==> src/rtl/pulse_peak_detector_if.sv <==
// Event handshake bundle between the pulse detector and the event FIFO / readout.
//   EVENT_VALID  master->slave  event registers hold an unconsumed event
//   EVENT_READY  slave->master  downstream accepts when VALID && READY
//   EVENT_PEAK   master->slave  maximum sample of the pulse
//   EVENT_WIDTH  master->slave  valid samples at or above the lower level
//   EVENT_TRUNC  master->slave  pulse was force-ended by width saturation
interface pulse_peak_detector_if #(
  parameter int unsigned DATA_W  = 14,
  parameter int unsigned WIDTH_W = 8
);
  logic               EVENT_VALID;
  logic               EVENT_READY;
  logic [DATA_W-1:0]  EVENT_PEAK;
  logic [WIDTH_W-1:0] EVENT_WIDTH;
  logic               EVENT_TRUNC;

  modport master (
    output EVENT_VALID, EVENT_PEAK, EVENT_WIDTH, EVENT_TRUNC,
    input  EVENT_READY
  );

  modport slave (
    input  EVENT_VALID, EVENT_PEAK, EVENT_WIDTH, EVENT_TRUNC,
    output EVENT_READY
  );
endinterface

==> src/rtl/pulse_peak_detector.sv <==
// Threshold/hysteresis pulse detector for the cytometer sample stream.
// Reports peak, width and truncation of each pulse on a valid/ready event port.
//   CLOCK_IN      system clock, rising edge
//   RESET         synchronous, active-high
//   SAMPLE_IN     unsigned sample, consumed when SAMPLE_VALID=1
//   SAMPLE_VALID  sample qualifier; invalid cycles leave detection state untouched
//   THRESHOLD     upper trigger level
//   HYSTERESIS    lower level = THRESHOLD-HYSTERESIS, clamped at 0
//   EVENT_IF      event handshake (master side)
//   EVENT_COUNT   events loaded into the output register, saturating
//   DROP_COUNT    events lost to backpressure, saturating
//   REJECT_COUNT  pulses shorter than MIN_WIDTH, saturating
//   BUSY          a pulse is in progress
module pulse_peak_detector #(
  parameter int unsigned DATA_W    = 14,
  parameter int unsigned WIDTH_W   = 8,
  parameter int unsigned MIN_WIDTH = 2,
  parameter int unsigned CNT_W     = 16
) (
  input  logic                 CLOCK_IN,
  input  logic                 RESET,
  input  logic [DATA_W-1:0]    SAMPLE_IN,
  input  logic                 SAMPLE_VALID,
  input  logic [DATA_W-1:0]    THRESHOLD,
  input  logic [DATA_W-1:0]    HYSTERESIS,
  pulse_peak_detector_if.master EVENT_IF,
  output logic [CNT_W-1:0]     EVENT_COUNT,
  output logic [CNT_W-1:0]     DROP_COUNT,
  output logic [CNT_W-1:0]     REJECT_COUNT,
  output logic                 BUSY
);

  localparam int unsigned MAX_WIDTH = (2 ** WIDTH_W) - 1;

  typedef enum logic [1:0] {
    WAIT_LOW = 2'd0,
    ARMED    = 2'd1,
    PULSE    = 2'd2
  } state_t;

  state_t               r_state;
  logic [DATA_W-1:0]    r_peak;
  logic [WIDTH_W-1:0]   r_width;
  logic                 r_ev_valid;
  logic [DATA_W-1:0]    r_ev_peak;
  logic [WIDTH_W-1:0]   r_ev_width;
  logic                 r_ev_trunc;
  logic [CNT_W-1:0]     r_evt_cnt;
  logic [CNT_W-1:0]     r_drop_cnt;
  logic [CNT_W-1:0]     r_rej_cnt;
  logic                 r_busy;

  state_t               w_state_nxt;
  logic [DATA_W-1:0]    w_peak_nxt;
  logic [WIDTH_W-1:0]   w_width_nxt;
  logic [DATA_W-1:0]    w_lower;
  logic [DATA_W-1:0]    w_peak_max;
  logic [WIDTH_W-1:0]   w_width_inc;
  logic                 w_end;
  logic                 w_end_trunc;
  logic [DATA_W-1:0]    w_end_peak;
  logic [WIDTH_W-1:0]   w_end_width;
  logic                 w_reject;
  logic                 w_offer;
  logic                 w_accept;
  logic                 w_load;
  logic                 w_drop;

  // Lower level clamps at zero rather than wrapping when HYSTERESIS exceeds THRESHOLD.
  assign w_lower     = (HYSTERESIS > THRESHOLD) ? '0 : (THRESHOLD - HYSTERESIS);
  assign w_peak_max  = (SAMPLE_IN > r_peak) ? SAMPLE_IN : r_peak;
  assign w_width_inc = r_width + WIDTH_W'(1);

  function automatic logic [CNT_W-1:0] sat_inc(input logic [CNT_W-1:0] v, input logic en);
    return (en && (v != '1)) ? (v + CNT_W'(1)) : v;
  endfunction

  // Next-state, accumulators and event load/drop decisions.
  always_comb begin
    w_state_nxt = r_state;
    w_peak_nxt  = r_peak;
    w_width_nxt = r_width;
    w_end       = 1'b0;
    w_end_trunc = 1'b0;
    w_end_peak  = r_peak;
    w_end_width = r_width;

    if (SAMPLE_VALID) begin
      unique case (r_state)
        WAIT_LOW: begin
          if (SAMPLE_IN < w_lower) w_state_nxt = ARMED;
        end
        ARMED: begin
          if (SAMPLE_IN >= THRESHOLD) begin
            w_state_nxt = PULSE;
            w_peak_nxt  = SAMPLE_IN;
            w_width_nxt = WIDTH_W'(1);
          end
        end
        PULSE: begin
          if (SAMPLE_IN < w_lower) begin
            // Ending sample is not part of the pulse.
            w_end       = 1'b1;
            w_state_nxt = ARMED;
            w_peak_nxt  = '0;
            w_width_nxt = '0;
          end else begin
            w_end_peak  = w_peak_max;
            w_end_width = w_width_inc;
            if (w_width_inc == WIDTH_W'(MAX_WIDTH)) begin
              // Saturated: force the end and require a low sample before re-arming.
              w_end       = 1'b1;
              w_end_trunc = 1'b1;
              w_state_nxt = WAIT_LOW;
              w_peak_nxt  = '0;
              w_width_nxt = '0;
            end else begin
              w_peak_nxt  = w_peak_max;
              w_width_nxt = w_width_inc;
            end
          end
        end
        default: w_state_nxt = WAIT_LOW;
      endcase
    end

    w_reject = w_end && (w_end_width < WIDTH_W'(MIN_WIDTH));
    w_offer  = w_end && !w_reject;
    w_accept = r_ev_valid && EVENT_IF.EVENT_READY;
    // A slot being emptied this cycle may be refilled on the same edge.
    w_load   = w_offer && (!r_ev_valid || EVENT_IF.EVENT_READY);
    w_drop   = w_offer && !w_load;
  end

  // State, accumulators, event holding register and statistics.
  always_ff @(posedge CLOCK_IN) begin
    if (RESET) begin
      r_state    <= WAIT_LOW;
      r_peak     <= '0;
      r_width    <= '0;
      r_ev_valid <= 1'b0;
      r_ev_peak  <= '0;
      r_ev_width <= '0;
      r_ev_trunc <= 1'b0;
      r_evt_cnt  <= '0;
      r_drop_cnt <= '0;
      r_rej_cnt  <= '0;
      r_busy     <= 1'b0;
    end else begin
      r_state    <= w_state_nxt;
      r_peak     <= w_peak_nxt;
      r_width    <= w_width_nxt;
      r_busy     <= (w_state_nxt == PULSE);
      if (w_load) begin
        r_ev_valid <= 1'b1;
        r_ev_peak  <= w_end_peak;
        r_ev_width <= w_end_width;
        r_ev_trunc <= w_end_trunc;
      end else if (w_accept) begin
        r_ev_valid <= 1'b0;
      end
      r_evt_cnt  <= sat_inc(r_evt_cnt, w_load);
      r_drop_cnt <= sat_inc(r_drop_cnt, w_drop);
      r_rej_cnt  <= sat_inc(r_rej_cnt, w_reject);
    end
  end

  assign EVENT_IF.EVENT_VALID = r_ev_valid;
  assign EVENT_IF.EVENT_PEAK  = r_ev_peak;
  assign EVENT_IF.EVENT_WIDTH = r_ev_width;
  assign EVENT_IF.EVENT_TRUNC = r_ev_trunc;
  assign EVENT_COUNT          = r_evt_cnt;
  assign DROP_COUNT           = r_drop_cnt;
  assign REJECT_COUNT         = r_rej_cnt;
  assign BUSY                 = r_busy;

endmodule
==> src/flat_wrapper.sv <==
// flat-port wrapper written by rule: the top's interface ports become plain ports
module pulse_peak_detector_flat 
#(
  parameter int unsigned DATA_W    = 14,
  parameter int unsigned WIDTH_W   = 8,
  parameter int unsigned MIN_WIDTH = 2,
  parameter int unsigned CNT_W     = 16
)
  (CLOCK_IN, RESET, SAMPLE_IN, SAMPLE_VALID, THRESHOLD, HYSTERESIS, EVENT_COUNT, DROP_COUNT, REJECT_COUNT, BUSY, EVENT_IF_EVENT_VALID, EVENT_IF_EVENT_PEAK, EVENT_IF_EVENT_WIDTH, EVENT_IF_EVENT_TRUNC, EVENT_IF_EVENT_READY);
  pulse_peak_detector_if #(.DATA_W(DATA_W), .WIDTH_W(WIDTH_W)) EVENT_IF_i ();
  input  logic CLOCK_IN;
  input  logic RESET;
  input  logic [DATA_W-1:0] SAMPLE_IN;
  input  logic SAMPLE_VALID;
  input  logic [DATA_W-1:0] THRESHOLD;
  input  logic [DATA_W-1:0] HYSTERESIS;
  output logic [CNT_W-1:0] EVENT_COUNT;
  output logic [CNT_W-1:0] DROP_COUNT;
  output logic [CNT_W-1:0] REJECT_COUNT;
  output logic BUSY;
  output wire logic [$bits(EVENT_IF_i.EVENT_VALID)-1:0] EVENT_IF_EVENT_VALID;
  output wire logic [$bits(EVENT_IF_i.EVENT_PEAK)-1:0] EVENT_IF_EVENT_PEAK;
  output wire logic [$bits(EVENT_IF_i.EVENT_WIDTH)-1:0] EVENT_IF_EVENT_WIDTH;
  output wire logic [$bits(EVENT_IF_i.EVENT_TRUNC)-1:0] EVENT_IF_EVENT_TRUNC;
  input wire logic [$bits(EVENT_IF_i.EVENT_READY)-1:0] EVENT_IF_EVENT_READY;
  assign EVENT_IF_EVENT_VALID = EVENT_IF_i.EVENT_VALID;
  assign EVENT_IF_EVENT_PEAK = EVENT_IF_i.EVENT_PEAK;
  assign EVENT_IF_EVENT_WIDTH = EVENT_IF_i.EVENT_WIDTH;
  assign EVENT_IF_EVENT_TRUNC = EVENT_IF_i.EVENT_TRUNC;
  assign EVENT_IF_i.EVENT_READY = EVENT_IF_EVENT_READY;
  pulse_peak_detector #(.DATA_W(DATA_W), .WIDTH_W(WIDTH_W), .MIN_WIDTH(MIN_WIDTH), .CNT_W(CNT_W)) u_core (.CLOCK_IN(CLOCK_IN), .RESET(RESET), .SAMPLE_IN(SAMPLE_IN), .SAMPLE_VALID(SAMPLE_VALID), .THRESHOLD(THRESHOLD), .HYSTERESIS(HYSTERESIS), .EVENT_IF(EVENT_IF_i), .EVENT_COUNT(EVENT_COUNT), .DROP_COUNT(DROP_COUNT), .REJECT_COUNT(REJECT_COUNT), .BUSY(BUSY));
endmodule
==> config.mk <==
export PLATFORM = sky130hd
export DESIGN_NAME = pulse_peak_detector_flat
export DESIGN_NICKNAME = d
export VERILOG_FILES = /design/src/rtl/pulse_peak_detector_if.sv /design/src/rtl/pulse_peak_detector.sv /design/src/flat_wrapper.sv
export SDC_FILE = /design/constraint.sdc
export NUM_CORES = 1
export LEC_CHECK = 0
export ABC_AREA = 1
export CAP_MARGIN = 20
export CORE_MARGIN = 5
export CORE_UTILIZATION = 30
export DETAILED_ROUTE_END_ITERATION = 6
export DONT_BUFFER_PORTS = 1
export PLACE_DENSITY = 0.51
export SKIP_CTS_REPAIR_TIMING = 1
export SKIP_LAST_GASP = 1
export SYNTH_ARGS = -nofsm -noshare
export SYNTH_HDL_FRONTEND = slang
export SYNTH_SLANG_ARGS = --single-unit
export TNS_END_PERCENT = 50
==> constraint.sdc <==
create_clock -name CLOCK_IN -period 3.9 [get_ports CLOCK_IN]
set_clock_uncertainty 0.1 [all_clocks]
set_input_delay 0.195 -clock CLOCK_IN [delete_from_list [all_inputs] [get_ports CLOCK_IN]]
set_output_delay 0.195 -clock CLOCK_IN [all_outputs]
set_load 0.03 [all_outputs]
==> metrics.cfg <==
[sta]
min_period_over_period_pct=94.97
fmax_mhz=270.0
min_period_ns=3.704
worst_hold_slack_ns=-0.1971
setup_viol=0
hold_viol_final=88
drv_slew=0
slew_headroom_pct=17.36
grt_setup_unrepaired=yes
worstMarginPinSlew_ns=1.235

[synth]
ys_types=49
syn_inst=1033
async_flop_share_pct=0
syn_avg_cell_area_sq_um=6.742
synth_sequential_area_ratio_pct=27.88
synthFlopType=dfxtp_1
syn_area_sq_um=6964
yosys_warnings=0
synth_edf_count=0
synth_nets=1140
ys_ff_latch=97

[worst_setup_path]
r2r_start=u_core.EVENT_COUNT[0]
critPathRequiredTime_ns=4.09
cp_max_fo=8
end_kind=register
cp_common_cell=nand2_1
worst-path-buf-inv=3
r2r_end=u_core.EVENT_COUNT[5]
slowest_stage=ha_4
path_delay_family=simple AND/OR/NAND/NOR gates
criticalPathCategory=primary input to register
crit_start=HYSTERESIS[4]
r2r_slack_ns=0.96
cp.arrival_ns=3.89
max_stage_delay_ns=0.28
ff2ff_path_depth=12
critPathLaunchType=primary input

[placed_design]
dpl-instance-area_sq_um=7770
placed_cells=1381
port_buffers=0
place_hpwl_mm=14.21
gp_congestion=0.8552

[power]
clkPwrFrac_pct=39.0
powerDensity_nw_per_um2=292.5
p_leak_nw=3.254
peakVddDrop_v=0.0001910
p_sw_w=0.0007301
internal_power_w=0.001755
combPwrFrac_pct=20.2
switching_share_pct=29.38
total_power_w=0.002485
seq_power_share_pct=40.8

[grt]
grt_pass1_wl_mm=29.65
grt_usage_pct=13.55
grt_max_degree=91
grt_pass1_vias=5933
grt_overflow=0
antenna_found_initial=0

[final_layout]
final_core_util_pct=37.30
fillers=2427
fin_cells=1402
finalInstanceArea_sq_um=8496
syn_to_final_growth_pct=21.99
drive_gt1_share_pct=17.91
seqCellArea_sq_um=1942
mostFrequentLayoutCells=nand2_1 (254), inv_1 (109), dfxtp_1 (97), a21oi_1 (81), nand3_1 (63)
mostFrequentLayoutCell=nand2_1
diodes=0
fin_nets=1191
multiInputGateArea_sq_um=4737

[outcome]
outcome=complete, but fails checks
violations=hold timing

[cts]
root_buffer=clkbuf_16
clock_sinks=97
numCtsBuffers=9
clk_pin_slew_ns=0.08
tritoncts=done
clock_latency_ns=0.35
clk_path_buf_depth=2
htree_levels=3

[floorplan]
initial_core_util_pct=30.57
rows=55
core-area_sq_um=22780
dieHeight_microns=162.4
dieArea_sq_um=26360
ios=119
die_w_microns=162.4

[detailed_routing]
drt_wl_total_mm=18.73
vias=6600
viasPerCell=4.708
first_pass_iters=5
drcViolationCount=0
wl_per_cell_microns=13.36
drtAntennaViolNets=0
drt_iter0_markers=342

[min_path]
hold_class=primary input to register
holdCritStartpoint=RESET
hold_depth=1
whs_endpoint=u_core.DROP_COUNT[0]

[flow_run]
cap_violations=0

worst reg2reg max path: stages, from the launching register on:
cell     delay [ns]
dfxtp_1        0.58
ha_1           0.26
nand3_1        0.12
nor3_1         0.62
nand2_1        0.18
inv_1          0.11
nand3_1        0.07
nor2_1         0.18
inv_1          0.10
nand4_4        0.17
buf_4          0.18
nand2_1        0.05
a21oi_1        0.15
final cells by class:
| cell class | count | area share [%] |
|---|---|---|
| flip-flops and latches | 97 | 22.86 |
| clock inverters | 6 | 0.9720 |
| well taps | 313 | 4.610 |
| inverters | 124 | 5.626 |
| multi-input cells | 779 | 55.76 |
| repair buffers | 73 | 7.364 |
| clock buffers | 10 | 2.813 |
synthesized netlist by cell type, types with 3 or more instances:
| cell | n | area, sq um |
|---|---|---|
| a211oi_1 | 4 | 30.03 |
| a21oi_1 | 100 | 500.5 |
| a31oi_1 | 15 | 93.84 |
| buf_4 | 6 | 45.04 |
| buf_6 | 3 | 33.78 |
| clkbuf_1 | 23 | 86.33 |
| dfxtp_1 | 97 | 1942 |
| ha_1 | 60 | 750.7 |
| inv_1 | 116 | 435.4 |
| inv_2 | 8 | 30.03 |
| nand2_1 | 271 | 1017 |
| nand2_2 | 7 | 43.79 |
| nand3_1 | 71 | 355.3 |
| nand3b_1 | 4 | 30.03 |
| nand4_1 | 15 | 93.84 |
| nor2_1 | 56 | 210.2 |
| nor2_4 | 5 | 56.30 |
| nor3_1 | 23 | 115.1 |
| nor4_1 | 7 | 43.79 |
| o21ai_0 | 47 | 235.2 |
| o21bai_1 | 4 | 30.03 |
| or2_1 | 10 | 62.56 |
| or2_2 | 10 | 62.56 |
| xnor2_1 | 11 | 96.34 |
| xor2_1 | 29 | 254.0 |
worst max path at each step:
stage | to | slack (ns) | cells past startpoint
final | u_core.REJECT_COUNT[2] | 0.20 | 29
after global routing | u_core.REJECT_COUNT[2] | -0.18 | 29
after CTS | u_core.REJECT_COUNT[8] | 0.11 | 30
after detailed placement | u_core.REJECT_COUNT[15] | -0.26 | 30
after global placement | u_core.REJECT_COUNT[6] | -0.19 | 30
after floorplan | u_core.REJECT_COUNT[11] | 0.01 | 30
power groups by stage:
stage,Clock [W],Sequential (W),Combinational [W]
2_1_floorplan,0,0.00103,0.000333
3_3_place_gp,0,0.00104,0.000456
3_5_place_dp,0,0.00104,0.000461
4_1_cts,0.00101,0.00101,0.000463
5_1_grt,0.00105,0.00102,0.000575
6_report,0.000969,0.00101,0.000502
routing by layer:
layer	vias up	share of wire, %	track usage [%]
met4	0	1.1	2.884
met2	125	46	22.07
met5	-	0	0
met3	11	4.9	2.759
li1	3500	-	-
met1	2964	48	18.61
metrics by stage:
step,setup TNS (ns),setup slack (ns)
2_1_floorplan,0,0.009960
4_1_cts,0,0.1066
3_3_place_gp,-10.01,-0.1934
3_5_place_dp,-15.14,-0.2624
5_1_grt,-7.299,-0.1813
6_report,0,0.1963
flip-flops by register name, indices dropped and copies added (netlist names):
signal,cells
u_core.DROP_COUNT,16
u_core.EVENT_COUNT,16
u_core.REJECT_COUNT,16
u_core.EVENT_IF.EVENT_PEAK,14
u_core.r_peak,14
u_core.EVENT_IF.EVENT_WIDTH,8
u_core.r_width,8
u_core.r_state,2
u_core.BUSY,1
u_core.EVENT_IF.EVENT_TRUNC,1
u_core.EVENT_IF.EVENT_VALID,1
kinds of logic after synthesis:
kind of cell	after synthesis	share of synthesized area (%)
simple gates	496	32.70
compound gates	181	14.12
buf+inv	158	9.199
flops	97	27.88
fa+ha+maj	61	11.07
xor+xnor	40	5.030
(Power assumes the default switching activity.)
